### src/rtl/gpr_serial_bank.sv
// gpr_serial_bank
// Bit-serial general-purpose register bank. It holds NREGS registers of WIDTH bits.
// A start request launches a WIDTH-cycle transfer. The transfer streams two source
// registers out LSB-first, non-destructively, and shifts one result bit per cycle
// into a destination register.
//
// Optional feature: define GPR_PARLOAD_EN to add a parallel-load port
// (i_pl_en / i_pl_addr / i_pl_data). That port is honoured only in IDLE.
//
// Handshake (start/busy): there is no ready signal. An edge on which the engine
// is IDLE and i_start=1 accepts the request and latches rs1/rs2/rd/we. While
// o_busy=1, i_start is ignored and nothing is queued. The o_done cycle is
// already IDLE, so a start raised there is accepted with no extra gap.
//
// o_state exposes the FSM state (0=IDLE, 1=SHIFT) for debug and checker binding.

module gpr_serial_bank #(
    parameter int NREGS = 4,
    parameter int WIDTH = 8,
    localparam int AW = $clog2(NREGS),
    localparam int BW = $clog2(WIDTH)
) (
    input  logic                   i_clk,
    input  logic                   i_rst_n,
    input  logic                   i_start,
    input  logic [AW-1:0]          i_rs1,
    input  logic [AW-1:0]          i_rs2,
    input  logic [AW-1:0]          i_rd,
    input  logic                   i_we,
    input  logic                   i_data_in,
`ifdef GPR_PARLOAD_EN
    input  logic                   i_pl_en,
    input  logic [AW-1:0]          i_pl_addr,
    input  logic [WIDTH-1:0]       i_pl_data,
`endif
    output logic                   o_rs1_bit,
    output logic                   o_rs2_bit,
    output logic                   o_busy,
    output logic                   o_done,
    output logic [BW-1:0]          o_bit_idx,
    output logic [NREGS*WIDTH-1:0] o_regs,
    output logic                   o_state
);

    typedef enum logic {
        IDLE  = 1'b0,
        SHIFT = 1'b1
    } state_t;

    state_t           state;
    logic [BW-1:0]    cnt;
    logic [AW-1:0]    rs1_q;
    logic [AW-1:0]    rs2_q;
    logic [AW-1:0]    rd_q;
    logic             we_q;
    logic [WIDTH-1:0] regs [NREGS];

    logic             rs1_lsb;
    logic             rs2_lsb;
    logic             last_bit;

    assign last_bit = (cnt == BW'(WIDTH - 1));

    // Transfer sequencer: accept in IDLE, count WIDTH shift cycles, then pulse done.
    always_ff @(posedge i_clk or negedge i_rst_n) begin
        if (!i_rst_n) begin
            state  <= IDLE;
            cnt    <= '0;
            rs1_q  <= '0;
            rs2_q  <= '0;
            rd_q   <= '0;
            we_q   <= 1'b0;
            o_busy <= 1'b0;
            o_done <= 1'b0;
        end else begin
            case (state)
                IDLE: begin
                    o_done <= 1'b0;
                    if (i_start) begin
                        rs1_q  <= i_rs1;
                        rs2_q  <= i_rs2;
                        rd_q   <= i_rd;
                        we_q   <= i_we;
                        cnt    <= '0;
                        state  <= SHIFT;
                        o_busy <= 1'b1;
                    end
                end
                SHIFT: begin
                    o_done <= 1'b0;
                    if (last_bit) begin
                        // Clearing the counter keeps o_bit_idx at 0 in IDLE for any WIDTH.
                        cnt    <= '0;
                        state  <= IDLE;
                        o_busy <= 1'b0;
                        o_done <= 1'b1;
                    end else begin
                        cnt <= cnt + BW'(1);
                    end
                end
                default: begin
                    state  <= IDLE;
                    o_busy <= 1'b0;
                    o_done <= 1'b0;
                end
            endcase
        end
    end

    // Register file. Sources rotate right and the destination shifts in i_data_in.
    // The write overrides the rotate when rd aliases a source. Out-of-range
    // addresses never match an index, so their writes are dropped.
    always_ff @(posedge i_clk or negedge i_rst_n) begin
        if (!i_rst_n) begin
            for (int k = 0; k < NREGS; k++) begin
                regs[k] <= '0;
            end
        end else begin
            for (int k = 0; k < NREGS; k++) begin
                if (state == SHIFT) begin
                    if (we_q && (rd_q == AW'(k))) begin
                        regs[k] <= {i_data_in, regs[k][WIDTH-1:1]};
                    end else if ((rs1_q == AW'(k)) || (rs2_q == AW'(k))) begin
                        // rs1 == rs2 lands here once, so the register rotates once per cycle.
                        regs[k] <= {regs[k][0], regs[k][WIDTH-1:1]};
                    end
                end
`ifdef GPR_PARLOAD_EN
                else if (i_pl_en && (i_pl_addr == AW'(k))) begin
                    regs[k] <= i_pl_data;
                end
`endif
            end
        end
    end

    // Source LSB select. An address with no matching register reads as 0.
    always_comb begin
        rs1_lsb = 1'b0;
        rs2_lsb = 1'b0;
        for (int k = 0; k < NREGS; k++) begin
            if (rs1_q == AW'(k)) rs1_lsb = regs[k][0];
            if (rs2_q == AW'(k)) rs2_lsb = regs[k][0];
        end
    end

    // Serial outputs come only from registered state. They are forced low outside SHIFT.
    always_comb begin
        o_rs1_bit = (state == SHIFT) ? rs1_lsb : 1'b0;
        o_rs2_bit = (state == SHIFT) ? rs2_lsb : 1'b0;
        o_bit_idx = cnt;
        o_state   = state;
    end

    // Flatten the register array onto o_regs. Register k occupies [k*WIDTH +: WIDTH].
    always_comb begin
        o_regs = '0;
        for (int k = 0; k < NREGS; k++) begin
            o_regs[k*WIDTH +: WIDTH] = regs[k];
        end
    end

endmodule
### config.mk
export PLATFORM = sky130hd
export DESIGN_NAME = gpr_serial_bank
export DESIGN_NICKNAME = d
export VERILOG_FILES = /design/src/rtl/gpr_serial_bank.sv
export SDC_FILE = /design/constraint.sdc
export NUM_CORES = 1
export LEC_CHECK = 0
export ABC_AREA = 1
export CAP_MARGIN = 15
export CORE_ASPECT_RATIO = 1.1
export CORE_MARGIN = 2
export CORE_UTILIZATION = 44
export DETAILED_ROUTE_END_ITERATION = 8
export PLACE_DENSITY = 0.77
export SLEW_MARGIN = 20
export SYNTH_ARGS = -nofsm -noshare
export SYNTH_HDL_FRONTEND = slang
export SYNTH_SLANG_ARGS = --single-unit
### constraint.sdc
create_clock -name i_clk -period 1.1 [get_ports i_clk]
set_input_delay 0.22 -clock i_clk [delete_from_list [all_inputs] [get_ports i_clk]]
set_output_delay 0.22 -clock i_clk [all_outputs]
set_load 0.03 [all_outputs]
Yosys cells after proc, flatten, opt, wreduce, memory -nomap -nowiden
Index checks and enable logic that the tools add are counted.
Storage, ports and cells
  output and inout bits: 40
  register bits after elaboration: 45
  bits of input ports: 11
Cells by class
  mux-type cells: 29
  bitwise logic cells: 1
  equal/unequal tests: 12
  add/sub/neg operators: 1
  reductions and logical operators: 21
Operator list (number)
  $mux W8: 8
  $mux W1: 15
  $eq A2 B2 Y1 const B: 6
  $reduce_and A2 Y1: 6
  $reduce_bool A2 Y1: 4
  $eq A2 B1 Y1 const B: 3
  $logic_not A2 Y1: 3
  $mux W3: 2
  $pmux W1 S2: 3
  $pmux W3 S2: 1
  $logic_and A1 B1 Y1: 4
  $logic_or A1 B1 Y1: 4
  $add A3 B1 Y3 const B: 1
  $eq A3 B3 Y1 const B: 1
  $ne A2 B1 Y1 const B: 1
  $ne A2 B2 Y1 const B: 1
  $not A1 Y1: 1

Longest topological paths before layout
Gate-level depths: netlist of the first run.
  depth after elaboration: 6
  mapped depth: 6
  mapped depth without buffers: 6

Worst setup path before layout of the first run
OpenSTA, ideal clock, no wires.
  path kind: flip-flop to output port
  from: register state (netlist: o_state)
  to: output o_rs1_bit
  arrival time: 1.655 ns
  path buffers: 2
  stages on the path, launching flop included: 5
  setup slack: -0.775 ns
  cells stage by stage: dfrtp_1 > buf_2 > buf_8 > o21ai_0 > nor3_1
Between the ends
  word-level cells in the longest chain between the ends: 1
Ends and longest elaborated chain
  start, declared: RTL line 50  | state_t state;
  start signal, assigned: RTL line 67  | state <= IDLE;
  start signal, assigned: RTL line 85  | state <= SHIFT;
  start signal, assigned: RTL line 94  | state <= IDLE;
  $mux W1: RTL line 149  | o_rs1_bit = (state == SHIFT) ? rs1_lsb : 1'b0;
  end, declared: RTL line 36  | output logic o_rs1_bit,
Every way passes these cells.

Worst setup path in the final report of the first run
  from: register rs1_q[0]
  to: output o_rs1_bit
Between the ends
  word-level cells in the longest chain between the ends: 6
Ends and longest elaborated chain
  start, declared: RTL line 52  | logic [AW-1:0] rs1_q;
  start signal, assigned: RTL line 80  | rs1_q <= i_rs1;
  $logic_not A2 Y1: RTL line 142  | if (rs1_q == AW'(k)) rs1_lsb = regs[k][0];
  $mux W1 (3 in series): RTL line 142
  $mux W1 *: RTL line 142
  $mux W1 *: RTL line 149
Mark *: on every way between the ends. The rest lies on a longest branch, timed or not.

==> results.cfg, run 1 <==
[sta]
period_minus_slack_ns = 1.56
slew_violations = 0
fin_crit_sh_pct = 142
setup_viol = 60
rsz0062_at_grt = true
tightestPinTransition_ns = 0.340
finalSetupTns_ns = -7.70
hold_violations = 0
fmax_ghz = 0.641
slew_headroom_pct = 77.3
setup_slack_ns = -0.461
skew_ns = 0.0186

[run]
drv_cap = 0

[worst_setup_path]
required_ns = 0.88
worstPathMaxFanout = 4
cp.arrival_ns = 1.34
criticalPathCategory = reg -> out
cp-start-kind = register
end_kind = output pin
r2r_cells = 8

[place]
place_ws_ns = -0.175
gp_congestion = 0.863
port-buffer-count = 50
place_area_um2 = 2810
hpwl_um = 3460

[route]
routedWlPerCell_um = 19.2
drc = 0
drt_iter0_drc = 219
firstDrtPassIters = 5
viasPerCell = 5.54
via_count = 2342
wl_met3_um = 511
top_layer = met4
wl_met2_um = 4340
routed_wl_um = 8110
wl_met1_um = 2870
ant_nets = 0

[synth]
synth_edf_count = 0
synth_commonest_cells = nand2_1 (83), dfrtp_1 (45), nand3_1 (33)
ys_warn_count = 0
ys_seq_elements = 45
syn-num-nets = 242
synth_area_leaders = dfrtp_1 (55%), nand2_1 (15%), nand3_1 (8.1%), nand2_4 (2.8%), nand3_4 (2.6%)
synthAdderAreaFrac_pct = 1.22
synth_top_area_share_pct = 55.1
async_reset_ff_share_pct = 100
synth_compound_area_share_pct = 3.61
syn_area_um2 = 2040
syn_area_per_cell_um2 = 8.92
synthSimpleGateAreaFrac_pct = 35.3
synth-xor-area-share_pct = 0
synth_area_leader_cell = dfrtp_1
synthCells = 229
synth.most_common_cell = nand2_1
synth_cell_types = 24
ys.flop_type = dfrtp_1
muxShareOfSynthArea_pct = 0.551
seq_area_frac_synth_pct = 55.1
synth_top_family_by_area = simple AND/OR/NAND/NOR gates

[final_layout]
antenna_cells = 0
final_core_util_pct = 83.2
finalNetCount = 379
drive_gt1_share_pct = 58.0
fin_area_um2 = 3790
syn2layout_area_growth_pct = 85.5

[power_and_ir_drop]
powerDensity_nw_per_um2 = 3450
finalPower_mw = 13.1
p_leak_nw = 1.97
ir_worst_vdd_mv = 1.95

[cts]
numCtsBuffers = 5
cts_sinks = 45
cts_tree = done
cts.path.max_buffers = 2
clk_pin_slew_ns = 0.09
cts_max_level = 2
insertion_delay_ns = 0.31
cts-root-buf = clkbuf_8

[die]
start_util_pct = 44.9
die_w_um = 69.0
core-area_um2 = 4550
die_area_um2 = 5210
rows = 26
die_h_um = 75.5
io_pins = 51

[global_routing]
grtUsageTotal_pct = 26.2
grt_pass1_wl_um = 9940
grt_overflow = 0
grt_pass1_vias = 2126
antenna_found_initial = 0
grt_max_degree = 19

[status]
failed_checks = negative setup slack
outcome = finished, violations left

[worst_hold_path]
holdCritPathClass = in -> async
## per-stage QoR
step / instances / hold WS [ns]
finish: 423 / 0.354
CTS: 406 / 0.353
detailed placement: 358 / 0.134
floorplan: 229 / -0.0756
global route: 423 / 0.386
global placement: 358 / 0.134
## layout make-up
cell class,count,area (µm²)
multi-input combinational,170,1120
tap,56,70.1
clock buffer,7,86.3
timing repair buffer,133,1290
sequential,45,1140
inverter,11,43.8
fill,242,764
clock inverter,1,30.0
## report_power, final
group / internal, mW / switching, mW
Combinational: 3.96 / 4.58
Clock: 0.742 / 0.592
Sequential: 2.34 / 0.874
## kinds of logic after synthesis
logic type               count (synthesis)
multiplexers                             1
flip-flops                              45
buffers and inverters                   18
AO/OA/AOI/OAI                           14
AND/OR/NAND/NOR                        149
adder cells (fa/ha/maj)                  2
## per-layer routing
metal / up-vias / track usage [%]
met5: - / 0
met4: 0 / 10.0
met3: 46 / 5.32
met2: 134 / 46.9
met1: 1137 / 30.9
li1: 1025 / -
## worst paths after layout
| check | endpoint | slack, ns | startpoint |
|---|---|---|---|
| worst max-delay path | o_rs1_bit | -0.46 | rs1_q[0] |
| worst min-delay path | o_regs[19] | 0.35 | i_rst_n |
| worst max register to register | o_regs[7] | -0.34 | rs1_q[0] |
| worst min register to register | o_regs[11] | 0.54 | o_regs[11] |
| max in group asynchronous | o_regs[8] | 0.32 | i_rst_n |
| min in group i_clk | rs1_q[1] | 0.51 | i_rs1[1] |
## state kept, by name, indices dropped and copies added, names as in the netlist
name and count:
rs2_q 2, o_done 1, o_bit_idx 3, o_busy 1, o_state 1, rd_q 2
o_regs 32, we_q 1, rs1_q 2
## cells in the final DEF (no fill, tap or decap), types with 3 or more instances in the layout
| master | count |
|---|---|
| clkbuf_8 | 6 |
| buf_6 | 52 |
| buf_4 | 64 |
| nand2_4 | 8 |
| nand2_1 | 68 |
| dfrtp_1 | 32 |
| nor2_1 | 3 |
| buf_12 | 4 |
| nand3_1 | 28 |
| o21ai_2 | 3 |
| nand2_2 | 15 |
| nand3_4 | 5 |
| o21ai_4 | 3 |
| inv_2 | 7 |
| nand3_2 | 9 |
| dfrtp_2 | 13 |
| clkdlybuf4s50_1 | 9 |
| nor2_2 | 5 |
| inv_1 | 3 |
| nand4_1 | 3 |
| a21oi_1 | 5 |
| nor2_4 | 5 |
## critical path, stage by stage (launching register included)
cell and delay [ns]:
dfrtp_2 0.43, inv_2 0.07, nand2_4 0.07, o21ai_4 0.07
nor3_4 0.22, buf_6 0.16
## what timing repair did
action / in CTS / in global routing
setup buffers: 44 / 20
pin swaps: 19 / 8
setup endpoints to repair: 69 / 82
endpoints found under the hold margin: 10 / 0
hold buffers: 1 / 0
resized for setup: 68 / 58
cloned: 5 / 0
Note: power is estimated with default switching activity, not from simulation.
==> run 2, diff against run 1 <==
--- a/config.mk
+++ b/config.mk
@@ -9,9 +9,11 @@
 export CAP_MARGIN = 15
 export CORE_ASPECT_RATIO = 1.1
 export CORE_MARGIN = 2
-export CORE_UTILIZATION = 44
+export CORE_UTILIZATION = 46
+export CTS_BUF_LIST = sky130_fd_sc_hd__clkbuf_8
 export DETAILED_ROUTE_END_ITERATION = 8
-export PLACE_DENSITY = 0.77
+export GPL_TIMING_DRIVEN = 0
+export PLACE_DENSITY = 0.79
 export SLEW_MARGIN = 20
 export SYNTH_ARGS = -nofsm -noshare
 export SYNTH_HDL_FRONTEND = slang
==> run 2 against run 1 <==
  * The run still ends with negative setup slack left
  * Critical endpoint is now o_rs2_bit
  * Sequential share of layout area up 2.8 points
  * Worst hold slack better by 0.068 ns
  * Non-clock buffer count down 29
  * Wire length down 23%
  * Highest routed layer unchanged
  * Sequential power down 4%
  * Clock skew down 0.013 ns
  * Global-route usage down 4.1 points
==> results.cfg, run 2 (synthesis results as in run 1) <==
[power_and_ir_drop]
ir_worst_vdd_mv = 1.95
p_leak_nw = 1.79
powerDensity_nw_per_um2 = 3460

[global_routing]
grtUsageTotal_pct = 22.2
grt_pass1_vias = 1758
antenna_found_initial = 0
grt_max_degree = 27
grt_pass1_wl_um = 8380
grt_overflow = 0

[worst_setup_path]
cp-start-kind = register
reg2reg_slack_ns = -0.17
criticalPathCategory = reg -> out
cp.arrival_ns = 1.32
r2r_start = o_state
path_delay_family = flip-flops
required_ns = 0.88
r2r_cells = 5
slowest_stage = dfrtp_2
critical_path_buf_inv_count = 1
path_cells = nor2_2 > nand2_1 > o21ai_2 > nor3_4 > buf_6
startpoint = rs2_q[1]
slowest_delay_ns = 0.46
worstPathMaxFanout = 4
path_depth = 5
end_kind = output pin

[final_layout]
final_core_util_pct = 80.8
multi_input_comb_area_um2 = 1080
drive_gt1_share_pct = 51.0
instances_no_fill = 391
antenna_cells = 0
final_cell_mix = nand2_1 (71), buf_4 (49), buf_6 (35), dfrtp_1 (34), nand3_1 (33)
layout_commonest_cell = nand2_1
seq_area_um2 = 1140
fillers = 263
largest_reg_flops = 32
finalNetCount = 349
syn2layout_area_growth_pct = 69.5

[die]
io_pins = 51
rows = 25
start_util_pct = 47.7
die_w_um = 67.5
die_h_um = 73.9
die_area_um2 = 4990
core-area_um2 = 4290

[place]
gp_congestion = 0.830
port-buffer-count = 50
hpwl_um = 3240
place_ws_ns = -0.708
dp_cells = 334

[sta]
slew_violations = 0
setup_viol = 55
fmax_ghz = 0.651
period_minus_slack_ns = 1.54
slew_headroom_pct = 67.3
fin_crit_sh_pct = 140
tightestPinTransition_ns = 0.490
setup_slack_ns = -0.436
skew_ns = 0.00602
rsz0062_at_grt = true
hold_violations = 0

[worst_hold_path]
holdCritPathClass = in -> async

[route]
via_count = 2117
routed_wl_um = 6240
drc = 0
firstDrtPassIters = 4
viasPerCell = 5.41
drt_iter0_drc = 163
ant_nets = 0
routedWlPerCell_um = 15.9

[status]
failed_checks = negative setup slack
outcome = finished, violations left

[cts]
cts.path.max_buffers = 2
clk_pin_slew_ns = 0.09
cts_tree = done
cts_max_level = 2
cts_sinks = 45
numCtsBuffers = 5
cts-root-buf = clkbuf_8
insertion_delay_ns = 0.30

[run]
drv_cap = 0
==> run 2: changes by cell type in the layout (fill, tap and decap cells not counted), sizes merged <==
cell    previous run  this run
nand3             42        41
clkinv             0         1
buf              123        90
bufinv             1         2
clkbuf             7         9
==> run 2: what timing repair did <==
item | in CTS | in global routing
cloned | 1 | 3
buffers inserted | 17 | 31
endpoints found under the hold margin | 19 | 0
hold buffers | 1 | 0
resized for setup | 268 | 79
setup endpoints to repair | 76 | 82
pin swaps | 5 | 9
==> run 2: metal layers <==
layer	GRT usage [%]	share of wire, %	up-vias	wire length (µm)
li1	-	-	970	-
met3	4.75	5.8	17	363
met2	34.6	52	90	3260
met5	0	0	-	0
met1	30.7	40	1040	2490
met4	7.71	1.8	0	114
==> run 2: cell type report <==
cell class,count,share of cell area (%)
Tap cell,54,1.95
Clock inverter,3,1.88
Multi-Input combinational cell,169,31.1
Inverter,11,1.26
Sequential cell,45,32.9
Clock buffer,5,1.99
Timing Repair Buffer,97,26.5
Buffer,7,2.38
==> run 2: metrics by stage <==
stage          total power, mW  area (µm²)  TNS [ns]  hold WS [ns]
6_report                  12.0        3460     -5.67         0.422
5_1_grt                   12.6        3460     -8.43         0.454
4_1_cts                   10.3        3000     -3.31         0.416
3_5_place_dp              8.23        2720    -10.24         0.198
3_3_place_gp              8.12        2710    -72.67         0.481
2_1_floorplan             6.42        2140    -0.960       -0.0756
==> run 2: worst paths after layout <==
check                               end
min in group i_clk             rs1_q[0]
max in group asynchronous    o_regs[16]
max reg2reg                        we_q
min                              o_done
min reg2reg                o_bit_idx[0]
max                           o_rs2_bit
==> run 2: report_power, final <==
part           total (mW)  internal (mW)  switching [mW]
registers            3.08           2.33           0.742
clock network        1.47          0.902           0.569
logic                7.45           3.32            4.12
total                12.0           6.56            5.44
==> run 3, diff against run 2 <==
--- a/config.mk
+++ b/config.mk
@@ -8,13 +8,13 @@
 export ABC_AREA = 1
 export CAP_MARGIN = 15
 export CORE_ASPECT_RATIO = 1.1
-export CORE_MARGIN = 2
+export CORE_MARGIN = 1.5
 export CORE_UTILIZATION = 46
 export CTS_BUF_LIST = sky130_fd_sc_hd__clkbuf_8
 export DETAILED_ROUTE_END_ITERATION = 8
 export GPL_TIMING_DRIVEN = 0
 export PLACE_DENSITY = 0.79
-export SLEW_MARGIN = 20
+export SLEW_MARGIN = 5
 export SYNTH_ARGS = -nofsm -noshare
 export SYNTH_HDL_FRONTEND = slang
 export SYNTH_SLANG_ARGS = --single-unit
==> run 3 against run 2 <==
  * The flow still finishes with violations (negative setup slack)
  * Sequential power barely moved
  * Highest routed layer unchanged
  * Register-to-register slack got worse by 0.02 ns
  * Via count rose by 0.94%
  * Maximum frequency fell by 2.7%
  * Sequential share of layout area fell by 1.2 points
  * Worst hold slack got worse by 0.023 ns
  * Cell count rose by 1.8%
==> results.cfg, run 3 (synthesis results as in run 1) <==
[cts]
clk_pin_slew_ns = 0.08
cts_sinks = 45
numCtsBuffers = 5
cts.path.max_buffers = 2
insertion_delay_ns = 0.30
cts-root-buf = clkbuf_8
cts_max_level = 2
cts_tree = done

[place]
port-buffer-count = 50
hpwl_um = 3190
place_ws_ns = -0.708
place_area_um2 = 2720
gp_congestion = 0.822
dp_cells = 334

[status]
failed_checks = negative setup slack
outcome = finished, violations left

[worst_setup_path]
r2r_cells = 7
cp-start-kind = register
reg2reg_slack_ns = -0.19
end_kind = output pin
path_cells = inv_2 > nand2_2 > o21ai_2 > nor3_4 > buf_6
slowest_stage = dfrtp_2
worstPathMaxFanout = 4
cp.arrival_ns = 1.36
slowest_delay_ns = 0.45
criticalPathCategory = reg -> out
critical_path_buf_inv_count = 2
required_ns = 0.88
path_delay_family = flip-flops
r2r_start = rs2_q[1]
rr_endpoint = o_regs[16]

[die]
rows = 25
core-area_um2 = 4290
die_h_um = 72.9
die_area_um2 = 4850
start_util_pct = 47.7
die_w_um = 66.5
io_pins = 51

[power_and_ir_drop]
power.net_switching_mw = 5.85
seqPwrFrac_pct = 25.6
powerDensity_nw_per_um2 = 3360
pwr-share-comb_pct = 66.3
ir_worst_vdd_mv = 2.29
p_leak_nw = 1.85
p_int_mw = 6.27
switching_share_pct = 48.3
clock_power_share_pct = 8.1

[sta]
setup_viol = 49
skew_ns = 0.00275
fmax_ghz = 0.633
slew_violations = 0
fin_hold_ws_ns = 0.399
fin_crit_sh_pct = 144
slew_headroom_pct = 69.9
tightestPinTransition_ns = 0.451
rsz0062_at_grt = true
setup_slack_ns = -0.479
period_minus_slack_ns = 1.58
hold_violations = 0

[route]
viasPerCell = 5.37
firstDrtPassIters = 4
routedWlPerCell_um = 17.4
routed_wl_um = 6930
ant_nets = 0
drt_iter0_drc = 144
drc = 0
via_count = 2137

[final_layout]
layout_commonest_cell = buf_4
antenna_cells = 0
seq_area_um2 = 1140
drive_gt1_share_pct = 60.2
largest_reg_flops = 32
fin_area_um2 = 3610
fillers = 219
finalNetCount = 356
syn2layout_area_growth_pct = 76.5
multi_input_comb_area_um2 = 1210
instances_no_fill = 398
final_cell_mix = buf_4 (52), nand2_1 (48), buf_6 (41), nand3_1 (32), dfrtp_1 (32)

[global_routing]
grtUsageTotal_pct = 24.8
antenna_found_initial = 0
grt_max_degree = 28
grt_overflow = 0
grt_pass1_vias = 1940
grt_pass1_wl_um = 9000

[run]
drv_cap = 0

[worst_hold_path]
holdCritPathClass = in -> async
run 3: cell count changes in the layout (fill, tap and decap cells not counted), sizes merged:
cell and delta:
buf +10, clkbuf -3, bufinv -2, inv +2
clkinv -1, clkinvlp +1
run 3: per-stage QoR:
step           TNS [ns]  utilization (%)  total power, mW
2_1_floorplan    -0.960                -             6.42
3_3_place_gp     -71.68             63.1             8.11
3_5_place_dp     -10.22             63.5             8.23
4_1_cts           -3.98             74.1             10.4
5_1_grt           -8.04             84.1             12.7
6_report          -6.31             84.1             12.1
run 3: per-layer routing:
layer | wire length, µm | vias up | GRT usage, % | share of wire [%]
li1 | - | 977 | - | -
met1 | 2620 | 1042 | 30.5 | 38
met2 | 3630 | 93 | 42.0 | 52
met3 | 442 | 25 | 5.86 | 6.4
met4 | 242 | 0 | 9.75 | 3.5
met5 | 0 | - | 0 | 0
run 3: layout make-up:
| type | instances | area share, % |
|---|---|---|
| repair buffers | 104 | 26.8 |
| multi-input cells | 169 | 33.5 |
| clock inverters | 3 | 0.416 |
| plain buffers | 7 | 2.50 |
| inverters | 11 | 1.35 |
| clock buffers | 5 | 1.91 |
| well taps | 54 | 1.87 |
| flip-flops and latches | 45 | 31.7 |
run 3: how the worst max path moves through the flow:
stage | from | end | slack [ns] | depth (start not counted)
3_5_place_dp | o_state | o_rs2_bit | -0.71 | 5
3_3_place_gp | i_rst_n | o_bit_idx[1] | -1.54 | 1
6_report | rs2_q[1] | o_rs2_bit | -0.48 | 5
5_1_grt | o_regs[0] | o_rs2_bit | -0.54 | 5
4_1_cts | rs2_q[1] | o_rs2_bit | -0.42 | 5
2_1_floorplan | o_state | o_rs1_bit | -0.27 | 4
run 3: what timing repair did:
action                                  4_1_cts  5_1_grt
cloned                                        2        2
endpoints found under the setup margin       77       74
resized for setup                           294       95
hold buffers                                  1        0
pin swaps                                    10       17
buffers inserted                             38       14
endpoints found under the hold margin        18        0
run 3: power by group through the flow:
stage          sequential, mW  clock [mW]  combinational [mW]
2_1_floorplan            3.86           0                2.56
3_3_place_gp             2.95           0                5.17
3_5_place_dp             2.96           0                5.27
4_1_cts                  2.95       0.999                6.46
5_1_grt                  3.16        1.05                8.50
6_report                 3.10       0.985                8.03
